<file path="src/rtl/pwl_pkg.sv">
// Shared types and arithmetic for the piecewise-linear waveform generator.
// sat_add is sized to the default PARAM_SIZE; the top uses that width.
package pwl_pkg;

  localparam int unsigned PARAM_SIZE = 32;
  localparam int unsigned POINTS     = 9;
  localparam int unsigned DAC_WIDTH  = 16;

  typedef enum logic [1:0] {
    IDLE = 2'd0,
    RUN  = 2'd1,
    DONE = 2'd2
  } pwl_state_t;

  // Signed add that clamps to the most positive / most negative word.
  function automatic logic [PARAM_SIZE-1:0] sat_add(input logic [PARAM_SIZE-1:0] a,
                                                    input logic [PARAM_SIZE-1:0] b);
    logic [PARAM_SIZE:0] sum;
    sum = {a[PARAM_SIZE-1], a} + {b[PARAM_SIZE-1], b};
    if (sum[PARAM_SIZE] != sum[PARAM_SIZE-1]) begin
      sat_add = sum[PARAM_SIZE] ? {1'b1, {(PARAM_SIZE-1){1'b0}}}
                                : {1'b0, {(PARAM_SIZE-1){1'b1}}};
    end else begin
      sat_add = sum[PARAM_SIZE-1:0];
    end
  endfunction

endpackage

</file>
<file path="src/rtl/pwl_line_cnt.sv">
// Sample, line and repeat counters for the waveform replay.
// Advances once per accepted sample and flags end-of-line / end-of-sequence.
module pwl_line_cnt #(
  parameter int unsigned PARAM_SIZE = 32,
  parameter int unsigned POINTS     = 9,
  parameter int unsigned SEG_W      = $clog2(POINTS)
) (
  input  logic                               clk,
  input  logic                               rst,
  input  logic                               load,
  input  logic [PARAM_SIZE-1:0]              load_len,
  input  logic                               adv,
  input  logic [PARAM_SIZE-1:0]              linenmb,
  input  logic [PARAM_SIZE-1:0]              repeatcycle,
  input  logic [POINTS-1:0][PARAM_SIZE-1:0]  linet,
  output logic [SEG_W-1:0]                   seg,
  output logic [SEG_W-1:0]                   next_seg,
  output logic                               end_line,
  output logic                               last_line,
  output logic                               end_seq
);

  logic [PARAM_SIZE-1:0] cnt;
  logic [PARAM_SIZE-1:0] cycle;
  logic [PARAM_SIZE-1:0] next_len;

  assign end_line  = (cnt == PARAM_SIZE'(1));
  assign last_line = (PARAM_SIZE'(seg) == linenmb - PARAM_SIZE'(1));
  assign end_seq   = end_line && last_line && (repeatcycle != '0) &&
                     (cycle == repeatcycle - PARAM_SIZE'(1));
  // After the last line the sequence wraps back to line 0.
  assign next_seg  = last_line ? '0 : seg + 1'b1;
  assign next_len  = linet[next_seg];

  always_ff @(posedge clk or posedge rst) begin
    if (rst) begin
      cnt   <= '0;
      seg   <= '0;
      cycle <= '0;
    end else if (load) begin
      cnt   <= load_len;
      seg   <= '0;
      cycle <= '0;
    end else if (adv) begin
      if (!end_line) begin
        cnt <= cnt - PARAM_SIZE'(1);
      end else if (!end_seq) begin
        seg <= next_seg;
        cnt <= (next_len == '0) ? PARAM_SIZE'(1) : next_len;
        if (last_line) begin
          cycle <= cycle + PARAM_SIZE'(1);
        end
      end
    end
  end

endmodule

</file>
<file path="src/rtl/pwl_wave_gen.sv">
// Piecewise-linear waveform player: replays a snapshot of line parameters as a
// stream of DAC samples with valid/ready flow control.
module pwl_wave_gen #(
  parameter int unsigned PARAM_SIZE = pwl_pkg::PARAM_SIZE,
  parameter int unsigned POINTS     = pwl_pkg::POINTS,
  parameter int unsigned DAC_WIDTH  = pwl_pkg::DAC_WIDTH
) (
  input  logic                               clk,
  input  logic                               rst,
  input  logic [PARAM_SIZE-1:0]              params_linenmb,
  input  logic [POINTS-1:0][PARAM_SIZE-1:0]  params_linea,
  input  logic [POINTS-1:0][PARAM_SIZE-1:0]  params_linet,
  input  logic [POINTS-1:0][PARAM_SIZE-1:0]  params_linet_int,
  input  logic [PARAM_SIZE-1:0]              params_repeatcycle,
  input  logic                               start,
  input  logic                               stop,
  output logic [DAC_WIDTH-1:0]               m_tdata,
  output logic                               m_tvalid,
  input  logic                               m_tready,
  output logic                               busy,
  output logic                               done,
  output logic                               cfg_err
);

  import pwl_pkg::*;

  localparam int unsigned SEG_W = $clog2(POINTS);

  pwl_state_t state_q, state_d;
  logic [PARAM_SIZE-1:0] acc_q, acc_d;
  logic                  cfg_err_q, cfg_err_d;

  logic [PARAM_SIZE-1:0]             linenmb_q;
  logic [PARAM_SIZE-1:0]             repeat_q;
  logic [POINTS-1:0][PARAM_SIZE-1:0] linea_q;
  logic [POINTS-1:0][PARAM_SIZE-1:0] linet_q;
  logic [POINTS-1:0][PARAM_SIZE-1:0] linet_int_q;

  logic             load, hs, adv, cfg_bad;
  logic             end_line, last_line, end_seq;
  logic [SEG_W-1:0] seg, next_seg;
  logic [PARAM_SIZE-1:0] load_len;

  assign cfg_bad  = (params_linenmb == '0) || (params_linenmb > PARAM_SIZE'(POINTS));
  assign load_len = (params_linet[0] == '0) ? PARAM_SIZE'(1) : params_linet[0];
  assign hs       = (state_q == RUN) && m_tready;
  assign adv      = hs && !stop;

  pwl_line_cnt #(
    .PARAM_SIZE (PARAM_SIZE),
    .POINTS     (POINTS),
    .SEG_W      (SEG_W)
  ) u_line_cnt (
    .clk         (clk),
    .rst         (rst),
    .load        (load),
    .load_len    (load_len),
    .adv         (adv),
    .linenmb     (linenmb_q),
    .repeatcycle (repeat_q),
    .linet       (linet_q),
    .seg         (seg),
    .next_seg    (next_seg),
    .end_line    (end_line),
    .last_line   (last_line),
    .end_seq     (end_seq)
  );

  always_comb begin
    state_d   = state_q;
    acc_d     = acc_q;
    cfg_err_d = 1'b0;
    load      = 1'b0;
    unique case (state_q)
      IDLE: begin
        if (start) begin
          if (cfg_bad) begin
            cfg_err_d = 1'b1;
          end else begin
            load    = 1'b1;
            acc_d   = params_linea[0];
            state_d = RUN;
          end
        end
      end
      RUN: begin
        // stop outranks a handshake in the same cycle.
        if (stop) begin
          state_d = IDLE;
        end else if (hs) begin
          if (end_seq) begin
            state_d = DONE;
          end else if (!end_line) begin
            acc_d = sat_add(acc_q, linet_int_q[seg]);
          end else begin
            acc_d = linea_q[next_seg];
          end
        end
      end
      DONE: state_d = IDLE;
      default: state_d = IDLE;
    endcase
  end

  always_ff @(posedge clk or posedge rst) begin
    if (rst) begin
      state_q     <= IDLE;
      acc_q       <= '0;
      cfg_err_q   <= 1'b0;
      linenmb_q   <= '0;
      repeat_q    <= '0;
      linea_q     <= '0;
      linet_q     <= '0;
      linet_int_q <= '0;
    end else begin
      state_q   <= state_d;
      acc_q     <= acc_d;
      cfg_err_q <= cfg_err_d;
      if (load) begin
        linenmb_q   <= params_linenmb;
        repeat_q    <= params_repeatcycle;
        linea_q     <= params_linea;
        linet_q     <= params_linet;
        linet_int_q <= params_linet_int;
      end
    end
  end

  assign m_tdata  = acc_q[PARAM_SIZE-1 -: DAC_WIDTH];
  assign m_tvalid = (state_q == RUN);
  assign busy     = (state_q != IDLE);
  assign done     = (state_q == DONE);
  assign cfg_err  = cfg_err_q;

endmodule

</file>
<file path="config.mk">
export PLATFORM = sky130hd
export DESIGN_NAME = pwl_wave_gen
export DESIGN_NICKNAME = d
export VERILOG_FILES = /design/src/rtl/pwl_pkg.sv /design/src/rtl/pwl_line_cnt.sv /design/src/rtl/pwl_wave_gen.sv
export SDC_FILE = /design/constraint.sdc
export NUM_CORES = 2
export LEC_CHECK = 0
export ABC_CLOCK_PERIOD_IN_PS = 31500
export BUFFER_PORTS_ARGS = -buffer_cell sky130_fd_sc_hd__buf_2
export CAP_MARGIN = 5
export CORE_AREA = 2 2 372 374
export CTS_CLUSTER_SIZE = 40
export DETAILED_ROUTE_END_ITERATION = 12
export DIE_AREA = 0 0 374 376
export SETUP_SLACK_MARGIN = 0.3
export SLEW_MARGIN = 20
export SYNTH_ARGS = -nofsm -noshare
export SYNTH_HDL_FRONTEND = slang
export SYNTH_HIERARCHICAL = 1
export SYNTH_SLANG_ARGS = --single-unit
</file>
<file path="constraint.sdc">
create_clock -name clk -period 31.5 [get_ports clk]
set_clock_uncertainty 0.15 [all_clocks]
set_input_delay 6.3 -clock clk [delete_from_list [all_inputs] [get_ports clk]]
set_output_delay 6.3 -clock clk [all_outputs]
set_load 0.02 [all_outputs]
</file>
==> metrics.md <==
| Metric | Value |
|---|---|
| Rows | `136` |
| Status | `completed` |
| Period minus WS final | `11.05 ns` |
| 1st-iter DRT viols | `4039` |
| Net Sw Frac | `23.2%` |
| Post-route ant nets | `0` |
| Syn nets | `6890` |
| Final setup fails | `0` |
| Nets | `between 7000 and 8000` |
| CP Data Required Time | `32.01 ns` |
| Worst skew pair latency | `0.74 ns` |
| DR WL/cell | `22.4 um` |
| Via count | `about 46000` |
| # DRC | `0` |
| Placer congestion estimate | `approximately 0.93` |
| Min-Delay Path Class | `flip-flop to flip-flop` |
| DP Area | `57600 um^2` |
| Layout area overhead | `19.9%` |
| Initial Utilization | `37.7%` |
| FF+latch count, synth | `1031` |
| Fin crit share | `about a third` |
| Die W | `374 um` |
| Setup TNS | `0 ns` |
| First-pass GRT wire length | `285000 um` |
| Reg clk slew, reported paths | `0.06 ns` |
| Worst Hold Slack | `0.309 ns` |
| Unrepaired setup endpoints after global routing | `no` |
| R2r endpoint | `acc_q[12]` |
| Slew @ Worst Pin | `1.27 ns` |
| Pwr per Cell Area | `47.0 nW/um^2` |
| Post-synthesis average cell area | `slightly below 9 um^2` |
| Synth area leaders | `dfrtp_1, nand2_1, mux4_2, clkbuf_1, mux2i_1` |
| Worst Path Max Fanout | `slightly below 100` |
| # hold bufs at CTS | `0` |
| Root buf cell | `clkbuf_16` |
| HPWL Detailed | `144000 um` |
| Yosys top cell by area | `dfrtp_1` |
| DR vias/cell | `~5.3` |
| Clk sink count | `~1000` |
| Core area | `137000 um^2` |
| CP endpoint kind | `flip-flop` |
| Crit path largest cell delay | `0.88 ns` |
| Total Wirelength | `193000 um` |
| Register area share after synthesis | `50.1%` |
| Commonest non-fill, non-tap cell in the layout | `nand2_1` |
| CP startpoint kind | `input port` |
| Die Ht | `376 um` |
| Grt ovf | `0` |
| Vias in the first global route | `roughly 45000` |
| Max Slew Vio Count | `0` |
| Cell count after synthesis | `5917` |
| Critical R2R Launch | `u_line_cnt/seg[0]` |
| Synth Cell Area | `between 50000 and 60000 um^2` |
| Most frequent cells in the layout | `nand2_1, dfrtp_1, buf_2` |
| Boundary Pins | `953` |
| Crit path DAT | `11.56 ns` |
| Yosys Warn Count | `6` |
| CP Buf/Inv Count | `6` |
| Switching Power | `0.000671 W` |
| Share of cells above drive strength 1 | `around 21%` |
| Post-CTS setup buffers | `0` |
| Gate power share | `roughly 5.0%` |
| Die area | `141000 um^2` |
| Port Buffers | `952` |
| Initial antenna violation count | `72` |
| Worst path slowest cell | `buf_4` |
| Post-route cell area | `between 60000 and 70000 um^2` |
| Crit path max-delay family | `buffers and inverters` |
| Synth top area share | `between 50% and 60%` |
| Clk pwr share | `roughly half` |
| Most used cell, CP | `buf_4` |
| CP Cell Sequence | `buf_2 > o21ai_0 > nand2_1 > nor4_2 > buf_4 > buf_4 > buf_4 > buf_4 > buf_4 > nand2_1 > nand2_1` |
| Relative slew slack | `between 10% and 20%` |
| Largest net degree at the start of global routing | `215` |
| Peak supply drop | `47.8 uV` |
| DRT Pass-1 Iters | `6` |
| Min-delay src | `linea_q[90]` |
| Hold endpoint | `linea_q[90]` |
| Fin. Hold Viols | `0` |
| Overall Global Routing Usage | `26.8%` |
| FF-to-FF setup slack | `24.84 ns` |
| CTS tree | `done` |
| LEAKAGE | `about 32 nW` |
| Reg2Reg Depth | `16` |
| CTS Buffer Depth | `3` |
| FMAX | `90.5 MHz` |
| Post-synth top flop | `dfrtp_1` |
| Cell variety after synth | `96` |
| Critical path class | `input port to flip-flop` |
| H-tree Lvls | `3` |
| Post-CTS Resized | `0` |
| Internal power | `between 0.002 and 0.0025 W` |
| Sequential Power Share | `46.1%` |
| Number of synthesized flops with an enable pin | `0` |
| Ys async rst share | `100%` |
| Worst Hold Path Cells | `2` |
| Max cap viols | `0` |
| CTS Buf Count | `113` |
synth_stat cells (20+ instances only):
cell / number
nand2_1: 2920
dfrtp_1: 1031
clkbuf_1: 337
nor2_1: 193
mux4_2: 162
o21ai_0: 129
a21oi_1: 118
mux2i_1: 102
nor3_1: 72
o211ai_1: 54
xnor2_1: 54
xor2_1: 50
nor4_1: 48
nor2b_1: 43
nand3_1: 41
ha_1: 39
inv_1: 37
nand4_1: 29
buf_1: 24
o21ai_1: 24
o22ai_1: 23
or3_1: 21
a22oi_1: 20
buf_4: 20
or4_1: 20
how the worst max path moves through the flow:
stage	slack [ns]	startpoint	endpoint	cells past startpoint
floorplan	11.79	rst	acc_q[0]	1
global placement	19.66	rst	linea_q[197]	7
detailed placement	19.57	rst	linea_q[133]	7
CTS	20.39	rst	linea_q[208]	7
global route	19.92	params_linenmb[1]	linet_q[143]	11
finish	20.45	params_linenmb[1]	linet_q[133]	11
stage by stage:
step / total power [W] / util [%] / setup slack (ns) / cells
3_3_place_gp: 0.00150 / 42.1 / 19.66 / 8339
2_1_floorplan: 0.00141 / - / 11.79 / 5917
6_report: 0.00290 / 45.1 / 20.45 / 8593
5_1_grt: 0.00299 / 45.1 / 19.92 / 8581
4_1_cts: 0.00292 / 45.0 / 20.39 / 8549
3_5_place_dp: 0.00150 / 42.1 / 19.57 / 8340
registers in the layout (all words and copies together) (netlist names):
register and flops:
u_line_cnt/cycle 32, linenmb_q 32, u_line_cnt/seg 4, state_q 2, linet_q 288, repeat_q 32
cfg_err 1, acc_q 32, linea_q 288, linet_int_q 288, u_line_cnt/cnt 32
worst reg2reg max path, stage by stage (launching register included):
cell and delay [ns]:
dfrtp_4 0.50, buf_4 0.63, buf_4 0.72, mux4_2 0.62, mux2i_1 0.38, o21ai_0 0.23
ha_1 0.40, a21o_1 0.19, a221o_1 0.35, a31oi_4 0.23, a22oi_2 0.20, a211oi_4 0.48
o21a_1 0.22, a211o_1 0.56, buf_4 0.37, a221oi_1 0.14, nor3_1 0.22
cell families after synthesis:
group	after synthesis	synth area share, %
DFF	1031	50.1
adders and majority gates	40	0.987
muxes	267	9.14
AOI/OAI and AO/OA	554	7.20
buffers and inverters	429	3.34
and+or+nand+nor	3491	27.4
xor gates and xnor gates	105	1.81
power by group through the flow:
stage	Sequential (W)	Clock (W)	Combinational, W
finish	0.00134	0.00142	0.000145
global route	0.00134	0.00149	0.000158
CTS	0.00134	0.00144	0.000146
detailed placement	0.00136	0	0.000145
global placement	0.00136	0	0.000145
floorplan	0.00136	0	0.0000512
cell type report:
cell class                      count  area [um^2]
Sequential cell                  1031        25800
Clock buffer                      167         3400
Tap cell                         1794         2240
Clock inverter                     42          592
Inverter                           37          143
Antenna cell                       43          108
Fill cell                       13529        75000
Multi-Input combinational cell   4457        24000
Timing Repair Buffer             1022         5350
layer usage:
metal / vias to the layer above / track usage, % / share of wire, %
met5: - / 0 / 0.11
met4: 36 / 10.6 / 4.2
met3: 374 / 6.30 / 7.5
met2: 1679 / 44.6 / 48
met1: 22442 / 33.7 / 40
li1: 21006 / - / -
(Power assumes the default switching activity.)
